`src/rtl/mips_pkg.sv`:
```
// Shared MIPS definitions: opcodes, loader descriptor kinds and loader FSM states.
// Control decode imports the same opcode constants.
package mips_pkg;

    typedef enum logic [3:0] {
        K_RTYPE = 4'd0,
        K_LW    = 4'd1,
        K_SW    = 4'd2,
        K_BEQ   = 4'd3,
        K_ADDI  = 4'd4,
        K_ANDI  = 4'd5,
        K_ORI   = 4'd6,
        K_SLTI  = 4'd7,
        K_J     = 4'd8,
        K_JAL   = 4'd9,
        K_LUI   = 4'd10
    } kind_e;

    localparam logic [5:0] OP_RTYPE = 6'b000000;
    localparam logic [5:0] OP_LW    = 6'b100011;
    localparam logic [5:0] OP_SW    = 6'b101011;
    localparam logic [5:0] OP_BEQ   = 6'b000100;
    localparam logic [5:0] OP_ADDI  = 6'b001000;
    localparam logic [5:0] OP_ANDI  = 6'b001100;
    localparam logic [5:0] OP_ORI   = 6'b001101;
    localparam logic [5:0] OP_SLTI  = 6'b001010;
    localparam logic [5:0] OP_LUI   = 6'b001111;
    localparam logic [5:0] OP_J     = 6'b000010;
    localparam logic [5:0] OP_JAL   = 6'b000011;

    typedef enum logic [1:0] {
        ST_IDLE   = 2'd0,
        ST_ACCEPT = 2'd1,
        ST_WRITE  = 2'd2,
        ST_FINISH = 2'd3
    } loader_state_e;

endpackage

```
`src/rtl/instr_encode.sv`:
```
// Packs a descriptor (kind + fields) into a 32-bit MIPS instruction word.
// Kinds 11-15 produce a zero word and raise o_illegal.
module instr_encode
    import mips_pkg::*;
(
    input  logic [3:0]  i_kind,
    input  logic [4:0]  i_rs,
    input  logic [4:0]  i_rt,
    input  logic [4:0]  i_rd,
    input  logic [4:0]  i_shamt,
    input  logic [5:0]  i_funct,
    input  logic [15:0] i_imm,
    input  logic [25:0] i_target,
    output logic [31:0] o_word,
    output logic        o_illegal
);

    always_comb begin
        o_word    = '0;
        o_illegal = 1'b0;
        case (i_kind)
            K_RTYPE: o_word = {OP_RTYPE, i_rs, i_rt, i_rd, i_shamt, i_funct};
            K_LW:    o_word = {OP_LW,   i_rs, i_rt, i_imm};
            K_SW:    o_word = {OP_SW,   i_rs, i_rt, i_imm};
            K_BEQ:   o_word = {OP_BEQ,  i_rs, i_rt, i_imm};
            K_ADDI:  o_word = {OP_ADDI, i_rs, i_rt, i_imm};
            K_ANDI:  o_word = {OP_ANDI, i_rs, i_rt, i_imm};
            K_ORI:   o_word = {OP_ORI,  i_rs, i_rt, i_imm};
            K_SLTI:  o_word = {OP_SLTI, i_rs, i_rt, i_imm};
            K_LUI:   o_word = {OP_LUI,  5'd0, i_rt, i_imm};
            K_J:     o_word = {OP_J,    i_target};
            K_JAL:   o_word = {OP_JAL,  i_target};
            default: o_illegal = 1'b1;
        endcase
    end

endmodule

```
`src/rtl/instr_loader.sv`:
```
// Accepts instruction descriptors, encodes them and writes one word per descriptor
// into instruction memory at consecutive addresses starting from base_addr.
//   state     | meaning
//   ST_IDLE   | waiting for start
//   ST_ACCEPT | in_ready high, waiting for a descriptor
//   ST_WRITE  | one-cycle memory write of the registered word
//   ST_FINISH | one-cycle done pulse
module instr_loader
    import mips_pkg::*;
#(
    parameter int AW = 8
) (
    input  logic          clk,
    input  logic          rst_n,
    input  logic          start,
    input  logic [AW-1:0] base_addr,
    input  logic          in_valid,
    output logic          in_ready,
    input  logic [3:0]    in_kind,
    input  logic [4:0]    in_rs,
    input  logic [4:0]    in_rt,
    input  logic [4:0]    in_rd,
    input  logic [4:0]    in_shamt,
    input  logic [5:0]    in_funct,
    input  logic [15:0]   in_imm,
    input  logic [25:0]   in_target,
    input  logic          in_last,
    output logic          imem_we,
    output logic [AW-1:0] imem_addr,
    output logic [31:0]   imem_wdata,
    output logic          busy,
    output logic          done,
    output logic          err,
    output logic          full,
    output logic [AW:0]   count
);

    loader_state_e r_state;
    loader_state_e w_next;

    logic [AW-1:0] r_addr;
    logic [AW-1:0] r_waddr;
    logic [31:0]   r_wdata;
    logic          r_last;
    logic          r_err;
    logic          r_full;
    logic [AW:0]   r_count;

    logic [31:0]   w_word;
    logic          w_illegal;
    logic          w_ready;
    logic          w_hs;
    logic          w_at_top;

    instr_encode u_encode (
        .i_kind    (in_kind),
        .i_rs      (in_rs),
        .i_rt      (in_rt),
        .i_rd      (in_rd),
        .i_shamt   (in_shamt),
        .i_funct   (in_funct),
        .i_imm     (in_imm),
        .i_target  (in_target),
        .o_word    (w_word),
        .o_illegal (w_illegal)
    );

    assign w_hs     = in_valid & w_ready;
    assign w_at_top = (r_waddr == '1);

    always_ff @(posedge clk or negedge rst_n) begin
        if (!rst_n) r_state <= ST_IDLE;
        else        r_state <= w_next;
    end

    always_comb begin
        w_next = r_state;
        case (r_state)
            ST_IDLE:   if (start) w_next = ST_ACCEPT;
            ST_ACCEPT: if (w_hs)  w_next = w_illegal ? ST_FINISH : ST_WRITE;
            ST_WRITE:  w_next = (r_last || w_at_top) ? ST_FINISH : ST_ACCEPT;
            ST_FINISH: w_next = ST_IDLE;
            default:   w_next = ST_IDLE;
        endcase
    end

    always_comb begin
        w_ready = (r_state == ST_ACCEPT);
        imem_we = (r_state == ST_WRITE);
        busy    = (r_state != ST_IDLE);
        done    = (r_state == ST_FINISH);
    end

    // Write address/data are captured at the handshake so they stay stable
    // through the write and hold afterwards while the next address advances.
    always_ff @(posedge clk or negedge rst_n) begin
        if (!rst_n) begin
            r_addr  <= '0;
            r_waddr <= '0;
            r_wdata <= '0;
            r_last  <= 1'b0;
            r_err   <= 1'b0;
            r_full  <= 1'b0;
            r_count <= '0;
        end else begin
            if (r_state == ST_IDLE && start) begin
                r_addr  <= base_addr;
                r_err   <= 1'b0;
                r_full  <= 1'b0;
                r_count <= '0;
            end
            if (w_hs) begin
                if (w_illegal) begin
                    r_err <= 1'b1;
                end else begin
                    r_wdata <= w_word;
                    r_waddr <= r_addr;
                    r_last  <= in_last;
                end
            end
            if (r_state == ST_WRITE) begin
                r_addr  <= r_addr + 1'b1;
                r_count <= r_count + 1'b1;
                if (!r_last && w_at_top) r_full <= 1'b1;
            end
        end
    end

    assign in_ready   = w_ready;
    assign imem_addr  = r_waddr;
    assign imem_wdata = r_wdata;
    assign err        = r_err;
    assign full       = r_full;
    assign count      = r_count;

endmodule

```
`config.mk`:
```
export PLATFORM = sky130hd
export DESIGN_NAME = instr_loader
export DESIGN_NICKNAME = d
export VERILOG_FILES = /design/src/rtl/mips_pkg.sv /design/src/rtl/instr_encode.sv /design/src/rtl/instr_loader.sv
export SDC_FILE = /design/constraint.sdc
export NUM_CORES = 1
export LEC_CHECK = 0
export ABC_AREA = 1
export BUFFER_PORTS_ARGS = -buffer_cell sky130_fd_sc_hd__buf_2
export CORE_MARGIN = 2
export CORE_UTILIZATION = 55
export CTS_BUF_LIST = sky130_fd_sc_hd__clkbuf_4 sky130_fd_sc_hd__clkbuf_8
export CTS_CLUSTER_DIAMETER = 60
export DETAILED_ROUTE_END_ITERATION = 8
export HOLD_SLACK_MARGIN = 0.1
export PLACE_DENSITY = 0.84
export SYNTH_ARGS = -nofsm -noshare
export SYNTH_HDL_FRONTEND = slang
export SYNTH_HIERARCHICAL = 1
export SYNTH_SLANG_ARGS = --single-unit
```
`constraint.sdc`:
```
create_clock -name clk -period 2.5 [get_ports clk]
set_input_delay 0.5 -clock clk [delete_from_list [all_inputs] [get_ports clk]]
set_output_delay 0.5 -clock clk [all_outputs]
set_load 0.005 [all_outputs]
```
==> results of run 1 <==
[flip-flops by register name, indices dropped and copies added, names as in the netlist]
| name | flops |
|---|---|
| count | 9 |
| r_last | 1 |
| err | 1 |
| imem_addr | 8 |
| r_addr | 8 |
| imem_wdata | 32 |
| r_state | 2 |
| full | 1 |
[layout by cell type, fill, tap and decap left out]
cell / instances
sky130_fd_sc_hd__nor2_1: 100
sky130_fd_sc_hd__nor2_2: 2
sky130_fd_sc_hd__inv_1: 59
sky130_fd_sc_hd__dfrtp_1: 62
sky130_fd_sc_hd__nor2_8: 1
sky130_fd_sc_hd__buf_12: 4
sky130_fd_sc_hd__ha_1: 2
sky130_fd_sc_hd__nand2_2: 5
sky130_fd_sc_hd__nor2_4: 4
sky130_fd_sc_hd__buf_4: 7
sky130_fd_sc_hd__clkinvlp_4: 1
sky130_fd_sc_hd__conb_1: 1
sky130_fd_sc_hd__or2_2: 1
sky130_fd_sc_hd__o21ai_0: 23
sky130_fd_sc_hd__clkbuf_8: 9
sky130_fd_sc_hd__clkinv_2: 4
sky130_fd_sc_hd__a21oi_1: 6
sky130_fd_sc_hd__nand2_1: 212
sky130_fd_sc_hd__o21bai_1: 2
sky130_fd_sc_hd__clkbuf_4: 1
sky130_fd_sc_hd__inv_2: 10
sky130_fd_sc_hd__a22o_1: 1
sky130_fd_sc_hd__clkinv_1: 1
sky130_fd_sc_hd__nand4_1: 6
sky130_fd_sc_hd__o211ai_1: 5
sky130_fd_sc_hd__buf_2: 139
sky130_fd_sc_hd__o21ai_1: 1
sky130_fd_sc_hd__o22ai_1: 1
sky130_fd_sc_hd__nand3_1: 202
[final timing paths]
path                           startpoint             end  slack (ns)  cells past startpoint
min in group clk             base_addr[5]       r_addr[5]        0.37                      3
min reg2reg                imem_wdata[30]  imem_wdata[30]        0.47                      2
max reg2reg                    r_state[0]       r_addr[5]        0.92                      6
max in group asynchronous           rst_n        count[2]        1.71                      2
min                                 rst_n  imem_wdata[21]        0.18                      1
max                            r_state[0]         imem_we        0.48                      4
[layout make-up]
type,instances,area [um^2]
tap,105,131
clock buffer,10,131
sequential,62,1550
clock inverter,5,27.5
multi-input combinational,575,2580
timing repair buffer,150,828
inverter,70,263
fill,768,2700
[where the power goes]
group / total [mW] / leakage [nW] / switching [mW] / internal, mW
logic: 1.64 / 2.40 / 0.993 / 0.646
clock network: 0.742 / 0.0851 / 0.385 / 0.357
registers: 1.73 / 0.797 / 0.320 / 1.41
[cells by family after synthesis]
kind of cell | after synthesis | share of synthesized area
flip-flops | 62 | 0.332
other | 1 | 0.000802
adder cells (fa/ha/maj) | 2 | 0.00535
AND/OR/NAND/NOR | 533 | 0.497
buffers and inverters | 128 | 0.119
AO/OA/AOI/OAI | 39 | 0.0465
[critical path, stage by stage (launching register included)]
cell and delay (ns):
sky130_fd_sc_hd__dfrtp_1 0.40, sky130_fd_sc_hd__inv_1 0.14, sky130_fd_sc_hd__nand2_2 0.15, sky130_fd_sc_hd__inv_2 0.30
sky130_fd_sc_hd__buf_2 0.18
[metal layers]
metal,track usage,wire [um],up-vias
li1,-,-,2655
met1,0.388,5590,2490
met2,0.482,6320,256
met3,0.0572,1170,36
met4,0.130,375,0
met5,0,0,-
[per-stage QoR]
stage          total power [mW]  cell area, um^2  hold WS (ns)
6_report                   4.11             5510         0.176
2_1_floorplan              2.63             4680         0.204
5_1_grt                    4.44             5510         0.236
4_1_cts                    4.12             5510         0.194
3_5_place_dp               3.37             5360         0.454
3_3_place_gp               3.30             5360         0.452
==> impl_metrics.prom, run 1 <==
# TYPE chip_impl_metric gauge
chip_impl_info{name="outcome",value="finished, final reports clean"} 1
chip_impl_metric{name="yosys_warnings",unit=""} 6
chip_impl_metric{name="post-route-worst-setup-slack",unit="ns"} 0.480
chip_impl_metric{name="setup_viol_count_final",unit=""} 0
chip_impl_info{name="post-synth-top-count-cell",value="sky130_fd_sc_hd__nand2_1"} 1
chip_impl_metric{name="finalCritPeriodShare",unit=""} 0.808
chip_impl_metric{name="synth_async_sr_flop_share",unit=""} 1.00
chip_impl_metric{name="io-pin-count",unit=""} 140
chip_impl_info{name="grt_setup_unrepaired",value="false"} 1
chip_impl_metric{name="synth-seq-cells",unit=""} 62
chip_impl_metric{name="cellLeakagePower",unit="nW"} 3.28
chip_impl_metric{name="powerDensity",unit="nW/um^2"} 746
chip_impl_metric{name="drt_first_pass_iters",unit=""} 6
chip_impl_metric{name="synth_area",unit="um^2"} 4680
chip_impl_metric{name="clk_latency",unit="ns"} 0.35
chip_impl_metric{name="antenna_violating_nets_post_route",unit=""} 0
chip_impl_metric{name="cts.sinks",unit=""} 62
chip_impl_metric{name="routed_wl",unit="um"} 13400
chip_impl_info{name="cp-end-kind",value="primary output"} 1
chip_impl_metric{name="syn-mean-instance-area",unit="um^2"} 6.11
chip_impl_metric{name="slew_headroom",unit=""} 0.540
chip_impl_metric{name="drc",unit=""} 0
chip_impl_info{name="start_kind",value="flip-flop"} 1
chip_impl_metric{name="final_cells",unit=""} 977
chip_impl_metric{name="design.die.area",unit="um^2"} 9260
chip_impl_metric{name="drive_gt1_frac",unit=""} 0.216
chip_impl_metric{name="syn_inst",unit=""} 765
chip_impl_metric{name="cts_repair_resize_count",unit=""} 0
chip_impl_metric{name="via_count",unit=""} 5437
chip_impl_metric{name="worst_ir_drop_vdd",unit="uV"} 311
chip_impl_metric{name="nNetsFinal",unit=""} 955
chip_impl_metric{name="first_global_vias",unit=""} 4792
chip_impl_metric{name="placement.io_buffers",unit=""} 139
chip_impl_metric{name="pin_count_of_the_biggest_net_entering_global_routing",unit=""} 67
chip_impl_metric{name="skew",unit="ns"} 0.00772
chip_impl_info{name="netlist_top_cells_area",value="sky130_fd_sc_hd__dfrtp_1, sky130_fd_sc_hd__nand3_1, sky130_fd_sc_hd__nand2_1"} 1
chip_impl_metric{name="area_delta_synth_final",unit="%"} 17.9
chip_impl_metric{name="rows",unit=""} 33
chip_impl_metric{name="arrival",unit="ns"} 1.52
chip_impl_metric{name="fmax",unit="MHz"} 495
chip_impl_metric{name="cts.path.max_buffers",unit=""} 2
chip_impl_metric{name="clk_transition_reported_paths",unit="ns"} 0.07
chip_impl_metric{name="floorplan.die.width",unit="um"} 96.2
chip_impl_info{name="synthFlopType",value="sky130_fd_sc_hd__dfrtp_1"} 1
chip_impl_metric{name="place_worst_setup_slack",unit="ns"} 0.508
chip_impl_metric{name="postCtsSetupRepairBufs",unit=""} 0
chip_impl_metric{name="post-synth-top-area-fraction",unit=""} 0.332
chip_impl_metric{name="initial_standard_cell_utilization_of_the_core",unit=""} 0.569
chip_impl_info{name="cts-root-buf",value="sky130_fd_sc_hd__clkbuf_8"} 1
chip_impl_metric{name="antenna_found_initial",unit=""} 0
chip_impl_metric{name="place_congestion",unit=""} 0.845
chip_impl_metric{name="die_h",unit="um"} 96.2
chip_impl_metric{name="diode_insertion_count_for_antenna_repair",unit=""} 0
chip_impl_metric{name="worst_pin_slew",unit="ns"} 0.688
chip_impl_metric{name="wl_per_instance",unit="um"} 13.8
chip_impl_metric{name="first_pass_grt_wire_length",unit="um"} 21800
chip_impl_metric{name="design.core.area",unit="um^2"} 8220
chip_impl_metric{name="yosys.cell_types.count",unit=""} 27
chip_impl_metric{name="maxSlewViolCount",unit=""} 0
chip_impl_metric{name="timing.max_cap.violations",unit=""} 0
chip_impl_metric{name="synth.net_count",unit=""} 852
chip_impl_metric{name="crit_path_max_fanout",unit=""} 19
chip_impl_info{name="yosysTopAreaCell",value="sky130_fd_sc_hd__dfrtp_1"} 1
chip_impl_metric{name="grt-ovfl-total",unit=""} 0
chip_impl_info{name="yosys-top-cells-count",value="sky130_fd_sc_hd__nand2_1, sky130_fd_sc_hd__nand3_1, sky130_fd_sc_hd__nor2_1"} 1
chip_impl_metric{name="critical_path_required",unit="ns"} 2.00
chip_impl_metric{name="detailed_place_hpwl",unit="um"} 9450
chip_impl_info{name="crit_type",value="flip-flop to primary output"} 1
chip_impl_metric{name="via_per_inst",unit=""} 5.56
chip_impl_metric{name="cts_buffers",unit=""} 9
chip_impl_metric{name="setup-tns-final",unit="ns"} 0
chip_impl_metric{name="layout_min_cycle_time",unit="ns"} 2.02
chip_impl_metric{name="hold_buffers",unit=""} 0
chip_impl_metric{name="final_hold_viol_count",unit=""} 0
chip_impl_metric{name="ctsHtreeMaxLevel",unit=""} 3
chip_impl_metric{name="cell_count_after_placement",unit=""} 962
chip_impl_metric{name="gr-usage-all-layers",unit=""} 0.298
chip_impl_metric{name="finish.utilization",unit=""} 0.671
chip_impl_info{name="worst_hold_path_type",value="primary input to asynchronous set/reset pin"} 1
chip_impl_metric{name="synth_enable_flop_cells",unit=""} 0
chip_impl_info{name="clock_tree_from_tritoncts",value="yes"} 1
chip_impl_metric{name="seq_area_frac_synth",unit=""} 0.332
chip_impl_metric{name="detail_route.iter0.violations",unit=""} 445
Note: power is estimated with default switching activity, not from simulation.
==> run 2: changes to the inputs <==
- ABC_AREA: 1 -> 0
- CORE_UTILIZATION: 55 -> 50
- PLACE_DENSITY: 0.84 -> 0.83
- clock period: 2.5 -> 1.9 ns (I/O delays scaled with it)
==> run 2 against run 1 <==
  * Highest routed layer unchanged
  * Clock skew grew 0.0027 ns
  * Wire length down 37%
  * Sequential power increased by 31%
  * Cell count shrank 45%
  * The flow now finishes with violations (DRC)
  * Flip-flop and latch count unchanged
  * Combinational power up 26%
  * Largest cell class unchanged
  * Sequential share of layout area rose by 7.3 points
==> impl_metrics.prom, run 2 <==
# TYPE chip_impl_metric gauge
chip_impl_info{name="outcome",value="finished with violations"} 1
chip_impl_info{name="violations",value="DRC"} 1
chip_impl_info{name="netlist_top_cells_area",value="sky130_fd_sc_hd__dfrtp_1, sky130_fd_sc_hd__mux2_2, sky130_fd_sc_hd__a22o_1"} 1
chip_impl_metric{name="first_global_vias",unit=""} 2906
chip_impl_metric{name="clk_latency",unit="ns"} 0.34
chip_impl_metric{name="power_frac_clock",unit=""} 0.230
chip_impl_metric{name="fin_area",unit="um^2"} 4380
chip_impl_metric{name="synth_enable_flop_cells",unit=""} 0
chip_impl_metric{name="drive_gt1_frac",unit=""} 0.488
chip_impl_metric{name="die_h",unit="um"} 85.8
chip_impl_metric{name="detailed_place_hpwl",unit="um"} 6110
chip_impl_info{name="yosysTopAreaCell",value="sky130_fd_sc_hd__dfrtp_1"} 1
chip_impl_metric{name="initial_standard_cell_utilization_of_the_core",unit=""} 0.521
chip_impl_info{name="cp-end-kind",value="primary output"} 1
chip_impl_metric{name="drt_first_pass_iters",unit=""} 9
chip_impl_metric{name="routed_wl",unit="um"} 8450
chip_impl_metric{name="setup_viol_count_final",unit=""} 0
chip_impl_metric{name="syn-mean-instance-area",unit="um^2"} 10.9
chip_impl_info{name="synthFlopType",value="sky130_fd_sc_hd__dfrtp_1"} 1
chip_impl_metric{name="final_hold_viol_count",unit=""} 0
chip_impl_info{name="start_kind",value="flip-flop"} 1
chip_impl_metric{name="synth_async_sr_flop_share",unit=""} 1.00
chip_impl_metric{name="comb_power_share",unit=""} 0.367
chip_impl_metric{name="num-fill-cells",unit=""} 515
chip_impl_metric{name="seq_area_frac_synth",unit=""} 0.464
chip_impl_metric{name="cts.sinks",unit=""} 62
chip_impl_metric{name="crit_path_max_fanout",unit=""} 12
chip_impl_metric{name="nNetsFinal",unit=""} 541
chip_impl_info{name="clock_tree_from_tritoncts",value="yes"} 1
chip_impl_metric{name="finish.utilization",unit=""} 0.682
chip_impl_metric{name="yosys_warnings",unit=""} 6
chip_impl_metric{name="synth.net_count",unit=""} 395
chip_impl_metric{name="floorplan.die.width",unit="um"} 85.8
chip_impl_metric{name="diode_insertion_count_for_antenna_repair",unit=""} 0
chip_impl_metric{name="antenna_found_initial",unit=""} 0
chip_impl_metric{name="skew",unit="ns"} 0.0105
chip_impl_metric{name="pin_count_of_the_biggest_net_entering_global_routing",unit=""} 63
chip_impl_metric{name="area_delta_synth_final",unit="%"} 30.9
chip_impl_metric{name="worst_ir_drop_vdd",unit="uV"} 778
chip_impl_metric{name="post-route-worst-setup-slack",unit="ns"} 0.139
chip_impl_metric{name="via_count",unit=""} 3059
chip_impl_metric{name="design.core.area",unit="um^2"} 6420
chip_impl_metric{name="yosys.cell_types.count",unit=""} 55
chip_impl_metric{name="clk_transition_reported_paths",unit="ns"} 0.07
chip_impl_metric{name="p_int",unit="mW"} 3.77
chip_impl_metric{name="timing.hold.ws",unit="ns"} 0.258
chip_impl_metric{name="via_per_inst",unit=""} 5.71
chip_impl_info{name="worst_hold_path_type",value="primary input to flip-flop"} 1
chip_impl_metric{name="timing.max_cap.violations",unit=""} 0
chip_impl_metric{name="first_pass_grt_wire_length",unit="um"} 13700
chip_impl_metric{name="arrival",unit="ns"} 1.38
chip_impl_metric{name="detail_route.iter0.violations",unit=""} 159
chip_impl_metric{name="synth_area",unit="um^2"} 3350
chip_impl_metric{name="cts_buffers",unit=""} 9
chip_impl_info{name="grt_setup_unrepaired",value="false"} 1
chip_impl_metric{name="placement.cell_area",unit="um^2"} 4150
chip_impl_metric{name="io-pin-count",unit=""} 140
chip_impl_metric{name="power.switching_fraction",unit=""} 0.331
chip_impl_info{name="critPathSlowestCell",value="sky130_fd_sc_hd__dfrtp_1"} 1
chip_impl_metric{name="layout_min_cycle_time",unit="ns"} 1.76
chip_impl_metric{name="critical_path_required",unit="ns"} 1.52
chip_impl_metric{name="total_switching_power",unit="mW"} 1.87
chip_impl_info{name="layout.cells.most_common",value="sky130_fd_sc_hd__buf_2"} 1
chip_impl_metric{name="cellLeakagePower",unit="nW"} 2.27
chip_impl_metric{name="syn_inst",unit=""} 308
chip_impl_info{name="timing.critical_path.max_delay_family",value="buffers and inverters"} 1
chip_impl_metric{name="ctsHtreeMaxLevel",unit=""} 3
chip_impl_metric{name="design.die.area",unit="um^2"} 7360
chip_impl_metric{name="power_frac_seq",unit=""} 0.403
chip_impl_metric{name="critPathBufInv",unit=""} 3
chip_impl_metric{name="place_congestion",unit=""} 0.876
chip_impl_metric{name="post-synth-top-area-fraction",unit=""} 0.464
chip_impl_info{name="crit_type",value="flip-flop to primary output"} 1
chip_impl_metric{name="worst_pin_slew",unit="ns"} 0.889
chip_impl_metric{name="cts.path.max_buffers",unit=""} 2
chip_impl_info{name="post-synth-top-count-cell",value="sky130_fd_sc_hd__dfrtp_1"} 1
chip_impl_metric{name="place_worst_setup_slack",unit="ns"} -0.0202
chip_impl_info{name="critical_path.cell_chain",value="buf_4, nand2b_1, inv_2, buf_2"} 1
chip_impl_metric{name="fmax",unit="MHz"} 568
chip_impl_metric{name="maxSlewViolCount",unit=""} 0
chip_impl_metric{name="gr-usage-all-layers",unit=""} 0.236
chip_impl_info{name="yosys-top-cells-count",value="sky130_fd_sc_hd__dfrtp_1, sky130_fd_sc_hd__mux2_2, sky130_fd_sc_hd__nand2_1"} 1
chip_impl_metric{name="largest_register_ffs",unit=""} 32
chip_impl_metric{name="synth-seq-cells",unit=""} 62
chip_impl_metric{name="powerDensity",unit="nW/um^2"} 1290
chip_impl_metric{name="cpPeakStageDelay",unit="ns"} 0.39
chip_impl_metric{name="placement.io_buffers",unit=""} 139
chip_impl_metric{name="grt-ovfl-total",unit=""} 0
chip_impl_metric{name="wl_per_instance",unit="um"} 15.8
chip_impl_metric{name="rows",unit=""} 29
chip_impl_metric{name="postCtsSetupRepairBufs",unit=""} 0
chip_impl_info{name="cts-root-buf",value="sky130_fd_sc_hd__clkbuf_8"} 1
chip_impl_metric{name="finalCritPeriodShare",unit=""} 0.927
chip_impl_metric{name="slew_headroom",unit=""} 0.403
chip_impl_metric{name="antenna_violating_nets_post_route",unit=""} 0
chip_impl_metric{name="drc",unit=""} 12
chip_impl_info{name="commonest_non_fill_non_tap_cells_in_the_layout",value="sky130_fd_sc_hd__buf_2, sky130_fd_sc_hd__dfrtp_1, sky130_fd_sc_hd__mux2_2"} 1
[run 2: cell types whose count changed in the layout (fill, tap and decap cells not counted), sizes merged, moves of 17 or more]
cell / delta
a22o: +17
nand2: -193
nor2: -102
nand3: -194
inv: -51
a21o: +17
mux2: +41
[run 2: worst paths after layout]
path	startpoint	end	slack, ns	cells past startpoint
setup / recovery	r_state[0]	imem_we	0.14	4
hold / removal	base_addr[5]	r_addr[5]	0.26	3
setup reg to reg	r_state[1]	imem_wdata[10]	0.24	4
hold reg to reg	imem_wdata[14]	imem_wdata[14]	0.48	1
max in group asynchronous	rst_n	imem_wdata[7]	1.03	3
min in group asynchronous	rst_n	imem_wdata[24]	0.57	3
[run 2: cell families (layout without fill, tap and decap cells)]
| group | Yosys count | count (layout) | share of synthesized area |
|---|---|---|---|
| compound gates | 87 | 87 | 0.196 |
| xor+xnor | 1 | 1 | 0.00262 |
| fa+ha+maj | 2 | 2 | 0.00748 |
| buf+inv | 38 | 189 | 0.0602 |
| flops | 62 | 62 | 0.464 |
| mux | 43 | 43 | 0.144 |
| other cells | 1 | 1 | 0.00112 |
| simple gates | 74 | 74 | 0.125 |
[run 2: area by class of cell]
class | count | area [um^2] | share of cell area
Multi-Input combinational cell | 208 | 1600 | 0.365
Clock inverter | 6 | 85.1 | 0.0194
Sequential cell | 62 | 1550 | 0.354
Inverter | 18 | 67.6 | 0.0154
Tap cell | 77 | 96.3 | 0.0220
Timing Repair Buffer | 155 | 843 | 0.193
Clock buffer | 10 | 138 | 0.0314
[run 2: power groups by stage]
stage          combinational [mW]  sequential, mW  clock, mW
2_1_floorplan                1.18            2.27          0
3_3_place_gp                 2.01            2.26          0
3_5_place_dp                 2.08            2.29          0
4_1_cts                      2.10            2.27       1.32
5_1_grt                      2.28            2.37       1.39
6_report                     2.07            2.27       1.30
[run 2: what timing repair did]
item | CTS | global route
endpoints found under the setup margin | 1 | 0
endpoints found under the hold margin | 62 | 0
hold buffers | 1 | 0
resized for setup | 1 | 0
[run 2: stage by stage]
stage | total power, mW | TNS [ns] | cells
floorplan | 3.45 | 0 | 308
detailed placement | 4.37 | -0.0802 | 519
global placement | 4.27 | 0 | 519
global route | 6.03 | 0 | 536
CTS | 5.69 | 0 | 536
finish | 5.64 | 0 | 536
[run 2: routing by layer]
metal | track usage | vias to the layer above | share of wire
met4 | 0.0938 | 0 | 0.017
met5 | 0 | - | 0
met1 | 0.287 | 1496 | 0.41
met3 | 0.0433 | 14 | 0.062
met2 | 0.413 | 111 | 0.51
li1 | - | 1438 | -
[run 2: worst register-to-register path: cells and delay by family (launching register included)]
kind,cells,cell delay [ns]
flip-flops,1,0.37
multiplexers,1,0.38
buffers and inverters,1,0.30
AND/OR/NAND/NOR,2,0.49
==> run 3: changes to the inputs <==
- RECOVER_POWER: not set -> 25
==> run 3 against run 2 <==
  * Core utilization fell by 0.19 points
  * Critical path type unchanged
  * Clock skew did not move
  * Clock power is essentially flat
  * Final area fell by 0.29%
  * Total power is essentially flat
  * Non-clock buffer count unchanged
  * The run still ends with DRC left
  * Wire length about the same
  * Die area did not move
==> impl_metrics.prom, run 3 (same netlist as run 2, synthesis figures left out) <==
# TYPE chip_impl_metric gauge
chip_impl_info{name="outcome",value="finished with violations"} 1
chip_impl_info{name="violations",value="DRC"} 1
chip_impl_metric{name="finalCritPeriodShare",unit=""} 0.927
chip_impl_metric{name="first_pass_grt_wire_length",unit="um"} 13700
chip_impl_metric{name="worst_pin_slew",unit="ns"} 0.889
chip_impl_info{name="commonest_non_fill_non_tap_cells_in_the_layout",value="sky130_fd_sc_hd__buf_2, sky130_fd_sc_hd__dfrtp_1, sky130_fd_sc_hd__mux2_2"} 1
chip_impl_metric{name="powerDensity",unit="nW/um^2"} 1290
chip_impl_metric{name="via_per_inst",unit=""} 5.70
chip_impl_metric{name="cts.sinks",unit=""} 62
chip_impl_metric{name="cellLeakagePower",unit="nW"} 2.26
chip_impl_metric{name="finalPower",unit="mW"} 5.64
chip_impl_metric{name="largest_register_ffs",unit=""} 32
chip_impl_info{name="source_of_the_critical_timing_path",value="r_state[0]"} 1
chip_impl_metric{name="wl_per_instance",unit="um"} 15.8
chip_impl_metric{name="antenna_found_initial",unit=""} 0
chip_impl_metric{name="worst_ir_drop_vdd",unit="uV"} 778
chip_impl_metric{name="final_hold_viol_count",unit=""} 0
chip_impl_metric{name="num-fill-cells",unit=""} 517
chip_impl_metric{name="ctsHtreeMaxLevel",unit=""} 3
chip_impl_metric{name="detail_route.iter0.violations",unit=""} 159
chip_impl_metric{name="pin_count_of_the_biggest_net_entering_global_routing",unit=""} 63
chip_impl_metric{name="multi_input_logic_area",unit="um^2"} 1600
chip_impl_metric{name="met2_usage",unit=""} 0.413
chip_impl_metric{name="floorplan.die.width",unit="um"} 85.8
chip_impl_metric{name="first_global_vias",unit=""} 2906
chip_impl_metric{name="placement.cell_area",unit="um^2"} 4150
chip_impl_info{name="start_kind",value="flip-flop"} 1
chip_impl_metric{name="setup_viol_count_final",unit=""} 0
chip_impl_info{name="crit_type",value="flip-flop to primary output"} 1
chip_impl_metric{name="slew_headroom",unit=""} 0.403
chip_impl_metric{name="met3_track_demand_over_resource",unit=""} 0.0433
chip_impl_metric{name="grt_use_met1",unit=""} 0.287
chip_impl_metric{name="area_delta_synth_final",unit="%"} 30.5
chip_impl_info{name="cts-root-buf",value="sky130_fd_sc_hd__clkbuf_8"} 1
chip_impl_metric{name="crit_path_max_fanout",unit=""} 12
chip_impl_metric{name="clk_latency",unit="ns"} 0.34
chip_impl_metric{name="design.die.area",unit="um^2"} 7360
chip_impl_metric{name="fmax",unit="MHz"} 568
chip_impl_metric{name="finish.utilization",unit=""} 0.680
chip_impl_info{name="layout.cells.most_common",value="sky130_fd_sc_hd__buf_2"} 1
chip_impl_metric{name="drive_gt1_frac",unit=""} 0.488
chip_impl_metric{name="initial_standard_cell_utilization_of_the_core",unit=""} 0.521
chip_impl_metric{name="cts_buffers",unit=""} 9
chip_impl_info{name="reg_to_reg_startpoint",value="r_state[1]"} 1
chip_impl_metric{name="routed_wl",unit="um"} 8450
chip_impl_metric{name="place_congestion",unit=""} 0.876
chip_impl_metric{name="drc",unit=""} 12
chip_impl_metric{name="die_h",unit="um"} 85.8
chip_impl_metric{name="placement.io_buffers",unit=""} 139
chip_impl_metric{name="arrival",unit="ns"} 1.38
chip_impl_metric{name="diode_insertion_count_for_antenna_repair",unit=""} 0
chip_impl_info{name="worst_hold_startpoint",value="base_addr[5]"} 1
chip_impl_metric{name="design.core.area",unit="um^2"} 6420
chip_impl_metric{name="maxSlewViolCount",unit=""} 0
chip_impl_info{name="worst_hold_path_type",value="primary input to flip-flop"} 1
chip_impl_metric{name="gr-usage-all-layers",unit=""} 0.236
chip_impl_metric{name="layout_min_cycle_time",unit="ns"} 1.76
chip_impl_info{name="grt_setup_unrepaired",value="false"} 1
chip_impl_metric{name="antenna_violating_nets_post_route",unit=""} 0
chip_impl_metric{name="rows",unit=""} 29
chip_impl_metric{name="drt_first_pass_iters",unit=""} 9
chip_impl_info{name="clock_tree_from_tritoncts",value="yes"} 1
chip_impl_metric{name="timing.max_cap.violations",unit=""} 0
chip_impl_info{name="cp-end-kind",value="primary output"} 1
chip_impl_metric{name="clk_transition_reported_paths",unit="ns"} 0.07
chip_impl_metric{name="via_count",unit=""} 3057
chip_impl_metric{name="cts.path.max_buffers",unit=""} 2
chip_impl_metric{name="io-pin-count",unit=""} 140
chip_impl_metric{name="skew",unit="ns"} 0.0105
chip_impl_metric{name="critical_path_required",unit="ns"} 1.52
chip_impl_metric{name="timing.hold.ws",unit="ns"} 0.258
chip_impl_metric{name="detailed_place_hpwl",unit="um"} 6110
chip_impl_metric{name="fin_area",unit="um^2"} 4370
chip_impl_metric{name="grt-ovfl-total",unit=""} 0
chip_impl_metric{name="layout.area.seq",unit="um^2"} 1550
chip_impl_metric{name="nNetsFinal",unit=""} 541
chip_impl_info{name="globalRoute.busiestLayer",value="met2"} 1
## run 3: cell types whose count changed in the layout (fill, tap and decap cells not counted)
cell / previous run / this run
sky130_fd_sc_hd__buf_12: 2 / 1
sky130_fd_sc_hd__clkbuf_4: 0 / 1
## run 3: per-stage QoR
step,setup TNS [ns],setup slack [ns],instances
after floorplan,0,0.0233,308
after global placement,0,0.0640,519
after detailed placement,-0.0802,-0.0202,519
after CTS,0,0.125,536
after global routing,0,0.0680,536
final,0,0.139,536
## run 3: layout make-up
| class | count | area share |
|---|---|---|
| clock buffers | 10 | 0.0315 |
| flip-flops and latches | 62 | 0.355 |
| well taps | 77 | 0.0221 |
| repair buffers | 155 | 0.190 |
| inverters | 18 | 0.0155 |
| clock inverters | 6 | 0.0195 |
| multi-input cells | 208 | 0.366 |
## run 3: worst max-delay path, cell delays in order (launching register included)
cell,delay (ns)
sky130_fd_sc_hd__dfrtp_1,0.39
sky130_fd_sc_hd__buf_4,0.16
sky130_fd_sc_hd__nand2b_1,0.16
sky130_fd_sc_hd__inv_2,0.18
sky130_fd_sc_hd__buf_2,0.15
## run 3: worst paths after layout
check | to | cells after the start | slack, ns
max | imem_we | 4 | 0.14
min | r_addr[5] | 3 | 0.26
max reg2reg | imem_wdata[10] | 4 | 0.24
min reg2reg | imem_wdata[14] | 1 | 0.48
max in group asynchronous | imem_wdata[7] | 3 | 0.54
min in group asynchronous | imem_wdata[24] | 3 | 0.79
## run 3: layer usage
metal,part of all wire,vias up
li1,-,1438
met4,0.017,0
met3,0.062,14
met1,0.41,1494
met5,0,-
met2,0.51,111
## run 3: repair_timing
action                     CTS  global route
buffers inserted             0             0
hold buffers                 1             0
resized for setup            1             0
hold endpoints to repair    62             0
setup endpoints to repair    1             0
## run 3: power by group
part           total, mW  switching, mW  internal, mW
sequential          2.27          0.401          1.87
combinational       2.07          0.938          1.13
clock               1.30          0.530         0.769
total               5.64           1.87          3.77
